<file path="config.mk">
export PLATFORM = sky130hd
export DESIGN_NAME = unified_mem_arbiter
export DESIGN_NICKNAME = d
export VERILOG_FILES = /design/src/rtl/mem_arb_pkg.sv /design/src/rtl/unified_mem_arbiter_starve_counter.sv /design/src/rtl/unified_mem_arbiter.sv
export SDC_FILE = /design/constraint.sdc
export NUM_CORES = 1
export LEC_CHECK = 0
export ABC_AREA = 1
export CAP_MARGIN = 20
export CELL_PAD_IN_SITES_DETAIL_PLACEMENT = 0
export CELL_PAD_IN_SITES_GLOBAL_PLACEMENT = 2
export CORE_MARGIN = 1
export CORE_UTILIZATION = 10
export DETAILED_ROUTE_END_ITERATION = 10
export GPL_ROUTABILITY_DRIVEN = 0
export PLACE_DENSITY = 0.91
export SETUP_SLACK_MARGIN = 0.05
export SLEW_MARGIN = 20
export SYNTH_ARGS = -nofsm -noshare
export SYNTH_HDL_FRONTEND = slang
export SYNTH_SLANG_ARGS = --single-unit
</file>
<file path="constraint.sdc">
create_clock -name clk -period 5.2 [get_ports clk]
set_clock_uncertainty 0.15 [all_clocks]
set_input_delay 0.52 -clock clk [delete_from_list [all_inputs] [get_ports clk]]
set_output_delay 0.52 -clock clk [all_outputs]
set_load 0.03 [all_outputs]
</file>
<file path="src/rtl/mem_arb_pkg.sv">
// Shared types for the unified memory arbiter.
// FSM states, grant encoding, bus widths.
package mem_arb_pkg;

  localparam int unsigned AW = 32;
  localparam int unsigned DW = 32;

  typedef enum logic {
    S_CPU,
    S_DMA
  } state_e;

  typedef enum logic [1:0] {
    GNT_NONE,
    GNT_IF,
    GNT_DM,
    GNT_DMA
  } gnt_e;

endpackage

</file>
<file path="src/rtl/unified_mem_arbiter_starve_counter.sv">
// Saturating count of consecutive denied cycles.
// starved flags that the limit has been reached.
module starve_counter #(
  parameter int unsigned LIMIT = 4,
  parameter int unsigned W =
    (LIMIT < 1) ? 1 : $clog2(LIMIT + 1)
) (
  input  logic clk,
  input  logic rst_n,
  input  logic req,
  input  logic gnt,
  output logic starved
);

  logic [W-1:0] cnt_d;
  logic [W-1:0] cnt_q;

  // Count denied cycles; any grant or idle cycle clears.
  always_comb begin
    cnt_d = '0;
    if (req && !gnt) begin
      if (cnt_q == W'(LIMIT)) cnt_d = cnt_q;
      else cnt_d = cnt_q + 1'b1;
    end
  end

  // Counter register.
  always_ff @(posedge clk or negedge rst_n) begin
    if (!rst_n) cnt_q <= '0;
    else cnt_q <= cnt_d;
  end

  assign starved = (cnt_q == W'(LIMIT));

endmodule

</file>
<file path="src/rtl/unified_mem_arbiter.sv">
// Single-port RAM arbiter: fetch, CPU data, DMA.
// DMA bursts lock the port; starvation overrides.
module unified_mem_arbiter
  import mem_arb_pkg::*;
#(
  parameter int unsigned STARVE_LIMIT = 4,
  parameter int unsigned MAX_BURST = 16
) (
  input  logic          clk,
  input  logic          rst_n,
  input  logic          if_req,
  input  logic [AW-1:0] if_addr,
  output logic          if_stall,
  input  logic          dm_req,
  input  logic [3:0]    dm_we,
  input  logic [AW-1:0] dm_addr,
  input  logic [DW-1:0] dm_wdata,
  output logic          dm_stall,
  input  logic          dma_req,
  input  logic [3:0]    dma_we,
  input  logic [AW-1:0] dma_addr,
  input  logic [DW-1:0] dma_wdata,
  input  logic          dma_last,
  output logic          dma_gnt,
  output logic [AW-1:0] ram_addr,
  output logic [DW-1:0] ram_wdata,
  output logic [3:0]    ram_we,
  input  logic [DW-1:0] ram_rdata,
  output logic [DW-1:0] rdata
);

  localparam int unsigned BW = $clog2(MAX_BURST + 1);

  state_e        state_d;
  state_e        state_q;
  logic [BW-1:0] burst_d;
  logic [BW-1:0] burst_q;
  gnt_e          gnt;
  logic          if_starved;
  logic          dma_starved;

  starve_counter #(.LIMIT(STARVE_LIMIT)) u_if_wait (
    .clk     (clk),
    .rst_n   (rst_n),
    .req     (if_req),
    .gnt     (gnt == GNT_IF),
    .starved (if_starved)
  );

  starve_counter #(.LIMIT(STARVE_LIMIT)) u_dma_wait (
    .clk     (clk),
    .rst_n   (rst_n),
    .req     (dma_req),
    .gnt     (gnt == GNT_DMA),
    .starved (dma_starved)
  );

  // Pick one winner; reset masks all grants so no
  // write can reach the RAM while rst_n is low.
  always_comb begin
    gnt = GNT_NONE;
    if (!rst_n) gnt = GNT_NONE;
    else if (dma_req &&
             (state_q == S_DMA || dma_starved))
      gnt = GNT_DMA;
    else if (if_req && if_starved) gnt = GNT_IF;
    else if (dm_req) gnt = GNT_DM;
    else if (if_req) gnt = GNT_IF;
    else if (dma_req) gnt = GNT_DMA;
  end

  // Steer the winner onto the RAM port.
  always_comb begin
    ram_addr  = '0;
    ram_wdata = '0;
    ram_we    = '0;
    unique case (gnt)
      GNT_IF: ram_addr = if_addr;
      GNT_DM: begin
        ram_addr  = dm_addr;
        ram_wdata = dm_wdata;
        ram_we    = dm_we;
      end
      GNT_DMA: begin
        ram_addr  = dma_addr;
        ram_wdata = dma_wdata;
        ram_we    = dma_we;
      end
      default: ;
    endcase
  end

  assign if_stall = if_req && (gnt != GNT_IF);
  assign dm_stall = dm_req && (gnt != GNT_DM);
  assign dma_gnt  = (gnt == GNT_DMA);
  assign rdata    = ram_rdata;

  // Burst lock: enter on a non-final DMA beat, leave on
  // last beat, DMA idle, or the beat cap.
  always_comb begin
    state_d = state_q;
    burst_d = burst_q;
    if (state_q == S_CPU) begin
      if (gnt == GNT_DMA && !dma_last &&
          MAX_BURST > 1) begin
        state_d = S_DMA;
        burst_d = BW'(1);
      end
    end else if (gnt == GNT_DMA) begin
      burst_d = burst_q + 1'b1;
      if (dma_last || burst_d == BW'(MAX_BURST)) begin
        state_d = S_CPU;
        burst_d = '0;
      end
    end else begin
      state_d = S_CPU;
      burst_d = '0;
    end
  end

  // FSM and burst registers.
  always_ff @(posedge clk or negedge rst_n) begin
    if (!rst_n) begin
      state_q <= S_CPU;
      burst_q <= '0;
    end else begin
      state_q <= state_d;
      burst_q <= burst_d;
    end
  end

endmodule

</file>
==> metrics <==
hold_buf cts 0; most frequent cell after synthesis nand2_1; Rows just over 50; Combinational Power Share 0.651; Post-DP Area roughly 4500 µm²; Vias per Instance 3.51; Die Span Y 145 µm; Tcrit/Tclk final 0.697; clock root cell clkbuf_16; Hold Crit Class reg -> reg; Post-Syn Area 2040 µm²; Detail Route Antenna Nets 0; Crit. End Element output pin; flop2flop setup slack 3.16 ns; Yosys top cell by area nand2_1; NetSw 0.317 mW; Avg Inst Size Synth 5.28 µm²; Post-synth top cells 228 x nand2_1, 45 x nand3_1, 37 x buf_4; setup bufs post-CTS 0; Max IR drop VDD 0.0547 mV; buffers added on ports 244; Pwr per Cell Area 174 nW/µm²; CP peak stage delay between 0.6 and 0.7 ns; kind of cell adding the most delay to the critical path buffers and inverters; number of placed instances, taps included 852; Placement Setup Slack roughly 1.5 ns; Pleak 1.98 nW; largest net degree at the start of global routing 41; Synth Flop Type dfrtp_1; CP cell instances clkdlybuf4s50_1 -> nand3_1 -> nand2_1 -> nand2_2 -> inv_1 -> nand3_2 -> inv_2 -> nand2_1 -> nand3_1 -> clkdlybuf4s50_1; drt drc 0; # H-tree levels 1; TritonCTS buffer count 3; post-synthesis sequential area ratio 0.147; worst-margin pin slew ~0.6 ns; post-cts resize count 0; initial DRC count 102; Filler Cells Inserted approximately 2,200; GR Util All Layers 0.0866; post-layout min period 3.63 ns; diode count 0; share of layout cells above drive strength 1 0.0305; status completed; Core Box Area 19,800 µm²; clock share of power 0.197; vias in the first global route between 2,000 and 3,000; CTS tree built; Slew Limit Fails 0; synth warn 0; Synth cell types 20; WP data required 4.53 ns; DR pass1 iterations 4; num ports 309; Seq cells post-synth 12; Final Non-Filler Cells 856; worst skew pair latency 0.24 ns; WL/cell roughly 11 µm; initial antenna violation count 0; Worst setup SP type input pin; post-route cell area around 4600 µm²; MaxCap Viol Count 0; Area Overhead vs Synth 125%; Seq pwr share 0.152; final hold violations 0; Worst path slowest cell clkdlybuf4s50_1; Async SR Flop Fraction 1.00; via count 3,007; Crit Path Class in -> out; Pwr Total 0.801 mW; WP data arrival 2.96 ns; Crit Path Max Fanout 32; final net count 803; grt total ovfl 0; Internal between 0.4 and 0.5 mW; RSZ-0062 raised after global routing false; WL final 9550 µm; register area around 300 µm²; Peak Freq roughly 0.28 GHz; CTS Sinks 12; clk slew on worst S/H paths 0.04 ns; Post-Syn Nets 598; setup violators final 0; Sw Ratio 0.396; number of synthesized flops with an enable pin 0; first-pass GRT wire length 14,800 µm; Initial Utilization 0.103; Syn Inst Count 387; Sum Neg Setup Slack 0 ns; synth top area cells nand2_1 42%, dfrtp_1 15%, buf_4 14%; area of the multi-input gates approximately 1300 µm²; Clock Path Buffers 2; die area ~21,000 µm²; Buf/Inv on CP 4; fin worst setup slack 1.57 ns; worst rel slew slack 0.608; area share of the largest cell type after synthesis 0.419; Die X 145 µm; HPWL Detailed 7710 µm
[placed cells by master, fill, tap and decap left out]
cell type,count
nor2_4,1
nand4_1,4
nand2_1,228
nand3_2,3
and2_1,1
o21ai_0,2
a21oi_1,6
clkdlybuf4s50_1,244
inv_2,3
xor2_1,1
buf_4,5
nor3_1,1
clkbuf_8,1
nand3_1,45
clkbuf_16,3
dfrtp_1,12
nor2_1,7
ha_1,5
xnor2_1,2
inv_1,15
nand2_2,2
[power by group through the flow]
stage | clock (mW) | combinational [mW] | sequential, mW
floorplan | 0 | 0.299 | 0.118
global placement | 0 | 0.528 | 0.122
detailed placement | 0 | 0.526 | 0.122
CTS | 0.162 | 0.530 | 0.121
global route | 0.165 | 0.563 | 0.124
finish | 0.158 | 0.521 | 0.122
[flip-flops by register name, indices dropped and copies added, names as in the netlist]
| name | count |
|---|---|
| burst_q | 5 |
| u_dma_wait.cnt_q | 3 |
| u_if_wait.cnt_q | 3 |
| state_q | 1 |
[worst paths after layout]
path                                startpoint  depth (start not counted)                 end
min in group asynchronous                rst_n                          2  u_if_wait.cnt_q[0]
min                                 burst_q[4]                          2          burst_q[4]
max                                     if_req                         10        ram_addr[26]
max reg2reg                u_dma_wait.cnt_q[0]                         11          burst_q[3]
min reg2reg                         burst_q[4]                          2          burst_q[4]
max in group asynchronous                rst_n                          2          burst_q[3]
[cell type report]
cell class / count / share of cell area
Sequential cell: 12 / 0.0654
Tap cell: 265 / 0.0722
Clock buffer: 4 / 0.0193
Inverter: 18 / 0.0147
Multi-Input combinational cell: 308 / 0.289
Timing Repair Buffer: 249 / 0.540
[metrics by stage]
stage | hold slack, ns | util
2_1_floorplan | 0.0744 | -
3_5_place_dp | 0.379 | 0.228
5_1_grt | 0.433 | 0.232
6_report | 0.386 | 0.232
3_3_place_gp | 0.377 | 0.228
4_1_cts | 0.388 | 0.232
[logic make-up after synthesis]
| logic type | Yosys count | synth area share |
|---|---|---|
| compound gates | 8 | 0.0196 |
| xor+xnor | 3 | 0.0129 |
| fa+ha+maj | 5 | 0.0306 |
| buf+inv | 67 | 0.204 |
| flops | 12 | 0.147 |
| simple gates | 292 | 0.586 |
[metal layers]
metal | up-vias | global-route usage | share of wire
li1 | 1576 | - | -
met4 | 0 | 0.0138 | 0.0068
met1 | 1243 | 0.0934 | 0.39
met5 | - | 0 | 0
met2 | 181 | 0.164 | 0.50
met3 | 7 | 0.0283 | 0.11
[tightest hold or removal path, stage by stage, from the launching register on]
cell,delay (ns)
dfrtp_1,0.37
nand3_1,0.08
nand2_1,0.05
(Power assumes the default switching activity.)
